[src/rtl/ifu_fetch.sv]
// Instruction fetch unit: sequential PC generation, jump/branch redirect and
// decode-stall handling over a single-outstanding-request instruction memory.
module ifu_fetch #(
    parameter logic [31:0] RESET_PC = 32'h0000_0000,
    parameter int unsigned PC_STEP  = 4
) (
    input  logic        clk,
    input  logic        reset,
    input  logic        stall,
    output logic        imem_req,
    output logic [31:0] imem_addr,
    input  logic        imem_ready,
    input  logic [31:0] imem_rdata,
    input  logic        jump_control,
    input  logic        branch_taken,
    input  logic [25:0] jump_target,
    input  logic [15:0] branch_offset,
    input  logic [31:0] redir_pc,
    output logic [31:0] pc,
    output logic [31:0] instr,
    output logic        instr_valid
);

    typedef enum logic [1:0] {IDLE, FETCH, HOLD} state_t;

    localparam logic [31:0] ALIGN_MASK = 32'hFFFF_FFFC;

    state_t      state, state_nxt;
    logic [31:0] fetch_pc;
    logic        redirect;
    logic [31:0] redir_target;
    logic        fetch_hit;
    logic        accept;

    function automatic logic [31:0] jump_addr(input logic [31:0] rpc,
                                              input logic [25:0] tgt);
        logic [31:0] seq;
        seq = rpc + 32'd4;
        return {seq[31:28], tgt, 2'b00};
    endfunction

    function automatic logic [31:0] branch_addr(input logic [31:0] rpc,
                                                input logic signed [15:0] off);
        logic signed [31:0] disp;
        disp = {{14{off[15]}}, off, 2'b00};
        return (rpc + 32'd4 + $unsigned(disp)) & ALIGN_MASK;
    endfunction

    assign redirect     = jump_control | branch_taken;
    assign redir_target = jump_control ? jump_addr(redir_pc, jump_target)
                                       : branch_addr(redir_pc, $signed(branch_offset));

    // A stalled decode only accepts a new word when it currently holds nothing.
    assign fetch_hit = (state == FETCH) && imem_ready && !redirect;
    assign accept    = fetch_hit && (!stall || !instr_valid);

    always_ff @(posedge clk) begin
        if (reset) begin
            state <= IDLE;
        end else begin
            state <= state_nxt;
        end
    end

    always_comb begin
        state_nxt = state;
        case (state)
            IDLE:    state_nxt = FETCH;
            FETCH:   if (imem_ready && stall) state_nxt = HOLD;
            HOLD:    if (!stall) state_nxt = FETCH;
            default: state_nxt = IDLE;
        endcase
        if (redirect) begin
            state_nxt = FETCH;
        end
    end

    always_comb begin
        imem_req  = (state == FETCH);
        imem_addr = fetch_pc & ALIGN_MASK;
    end

    always_ff @(posedge clk) begin
        if (reset) begin
            fetch_pc    <= RESET_PC & ALIGN_MASK;
            pc          <= RESET_PC & ALIGN_MASK;
            instr       <= 32'h0;
            instr_valid <= 1'b0;
        end else if (redirect) begin
            fetch_pc    <= redir_target;
            instr_valid <= 1'b0;
        end else if (accept) begin
            instr       <= imem_rdata;
            pc          <= fetch_pc;
            instr_valid <= 1'b1;
            fetch_pc    <= (fetch_pc + 32'(PC_STEP)) & ALIGN_MASK;
        end
    end

endmodule

[config.mk]
export PLATFORM = sky130hd
export DESIGN_NAME = ifu_fetch
export DESIGN_NICKNAME = d
export VERILOG_FILES = /design/src/rtl/ifu_fetch.sv
export SDC_FILE = /design/constraint.sdc
export NUM_CORES = 1
export LEC_CHECK = 0
export ABC_AREA = 1
export CAP_MARGIN = 15
export CORE_ASPECT_RATIO = 0.8
export CORE_MARGIN = 2
export CORE_UTILIZATION = 45
export DETAILED_ROUTE_END_ITERATION = 7
export PLACE_DENSITY = 0.76
export SLEW_MARGIN = 5
export SYNTH_ARGS = -nofsm -noshare
export SYNTH_HDL_FRONTEND = slang
export SYNTH_SLANG_ARGS = --single-unit
[constraint.sdc]
create_clock -name clk -period 3.6 [get_ports clk]
set_input_delay 0.72 -clock clk [delete_from_list [all_inputs] [get_ports clk]]
set_output_delay 0.72 -clock clk [all_outputs]
set_load 0.03 [all_outputs]
==> results.cfg <==
[clock_network]
clk_latency_ps = 350
cts_made_buffers = 9
cts_max_level = 3
cts_buffer_depth = 2
cts_tree = built
cts_sinks = 95
hold_buffers = 0
root_buffer = clkbuf_16
cts.clk_slew.worst_paths_ps = 60

[timing]
hold_viol_final = 0
worst_pin_slew_ps = 635
maxSlewViolCount = 0
setup_violations = 0
finalCritPeriodShare = 0.973
setup_ws_ps = 95.7
clock.fmax_ghz = 0.285
fin_crit_ps = 3500
fin_skew_ps = 9.81
slew_headroom = 0.576
hold_ws_ps = 468

[floorplanning]
ios = 210
core_area_um2 = 15800
start_util = 0.462
rows = 41
die-area_um2 = 17300
die_h_um = 118
die_w_um = 146

[critical_path]
worstSetupStartpoint = redir_pc[8]
start_kind = input port
required_ps = 3870
arrival_ps = 3780
cp-end-kind = register
r2r-start = fetch_pc[3]
path_max_fanout = 4
crit_type = in2reg

[drt]
vias = 8995
first_pass_iters = 6
wire_per_inst_um = 15.4
viasPerCell = 5.28
drc = 0
ant_nets = 0
dr.first_iter.drc_count = 909
wl_um = 26200

[finish]
syn2layout_area_growth_pct = 50.0
drive_gt1_frac = 0.164
nets = 1633
antenna_cells = 0

[power_and_ir_drop]
vdd_ir_drop_max_uv = 257
power_density_nw_per_um2 = 294
p_leak_nw = 4.95

[logic_synthesis]
async_flop_share = 0
yosysTopAreaCellShare = 0.260
synth.area.top_cells = dfxtp_1, nand2_1, nor2_1
ys_warn_count = 0
syn_area_um2 = 7300
synth_edf_count = 0
ys_ff_latch = 95
synth_ff_type = dfxtp_1
avgSynthCellArea_um2 = 6.21
synth_most_common_cell = nand2_1
synthTopCellsByCount = nand2_1, nor2_1, o21ai_0
synthDistinctLibCells = 47
synth_cells = 1175
ys_seq_area_frac = 0.260
synth_top_area_cell = dfxtp_1

[global_routing]
grt_max_degree = 52
antenna_found_initial = 0
grt_first_pass_wirelength_um = 41700
grt_pass1_vias = 8309
grt-ovfl-total = 0
grt_util_all_layers = 0.296

[placement]
io_buffers = 203
gp_congestion = 0.964
hpwl_um = 20600
dpl_worst_slack_ps = -331

[run_status]
status = finished, final reports clean

[hold_path]
worstHoldStart = pc[13]
min_path_type = reg2reg

[run]
drv_cap = 0
area by class of cell:
type | instances | area (um2)
multi-input cells | 933 | 5040
repair buffers | 334 | 3040
clock buffers | 11 | 243
clock inverters | 5 | 42.5
fillers | 1424 | 4850
inverters | 111 | 417
flip-flops and latches | 95 | 1900
well taps | 215 | 269
what timing repair did:
action	4_1_cts	5_1_grt
setup buffers	0	4
resized for setup	0	60
setup endpoints to repair	0	17
metal layers:
layer,share of wire,global-route usage,up-vias
li1,-,-,4459
met1,0.46,0.411,4106
met2,0.43,0.464,394
met3,0.10,0.0787,36
met4,0.016,0.0583,0
met5,0,0,-
worst max-delay path, cell delays in order:
cell and delay [ps]:
clkdlybuf4s50_1 530, nand2_1 130, nor3_4 310, nand2_2 150
nor2_4 180, xor2_1 90, ha_1 360, nand2_1 110
nor2_1 150, inv_1 90, nor3_1 340, nand3b_1 200
nand3_1 130, nand3_1 110, a21oi_1 170
power breakdown:
part           internal (mW)  switching [mW]  total, mW  leakage, nW
clock network          0.494           0.436      0.930        0.130
registers               1.11          0.0708       1.18        0.777
logic                  0.503           0.614       1.12         4.05
total                   2.10            1.12       3.22         4.95
per-stage QoR:
step           power [mW]  TNS, ps  instances  utilization  area, um2
2_1_floorplan        1.74        0       1178            -       7310
3_3_place_gp         2.24    -2010       1684        0.658      10400
3_5_place_dp         2.26    -2690       1684        0.658      10400
4_1_cts              3.18        0       1700        0.676      10700
5_1_grt              3.37     -152       1704        0.693      11000
6_report             3.22        0       1704        0.693      11000
final timing paths:
path / cells past startpoint / slack [ps] / to
hold / removal: 2 / 470 / pc[13]
setup / recovery: 15 / 100 / fetch_pc[28]
setup reg to reg: 9 / 1430 / fetch_pc[28]
hold reg to reg: 2 / 470 / pc[13]
cells in the final DEF, fill, tap and decap left out, types with 33 or more instances in the layout:
master | netlist | routed
a21oi_1 | 85 | 77
nor2_1 | 184 | 176
dfxtp_1 | 95 | 95
nand3_1 | 57 | 53
nand2_1 | 281 | 268
inv_1 | 102 | 100
clkdlybuf4s50_1 | 0 | 198
o21ai_0 | 110 | 108
ha_1 | 36 | 33
buf_4 | 6 | 130
cells by family (layout without fill, tap and decap cells):
family / count (synthesis) / in the layout / share of synthesized area
adder cells (fa/ha/maj): 37 / 37 / 0.0644
AND/OR/NAND/NOR: 622 / 622 / 0.377
XOR/XNOR: 39 / 39 / 0.0468
AO/OA/AOI/OAI: 231 / 231 / 0.169
buffers and inverters: 150 / 461 / 0.0816
other: 1 / 4 / 0.000514
flip-flops: 95 / 95 / 0.260
sequential cells by signal, summed over array words and instances (netlist names):
register,count
fetch_pc,30
instr,32
instr_valid,1
pc,30
state,2
Note: power is estimated with default switching activity, not from simulation.
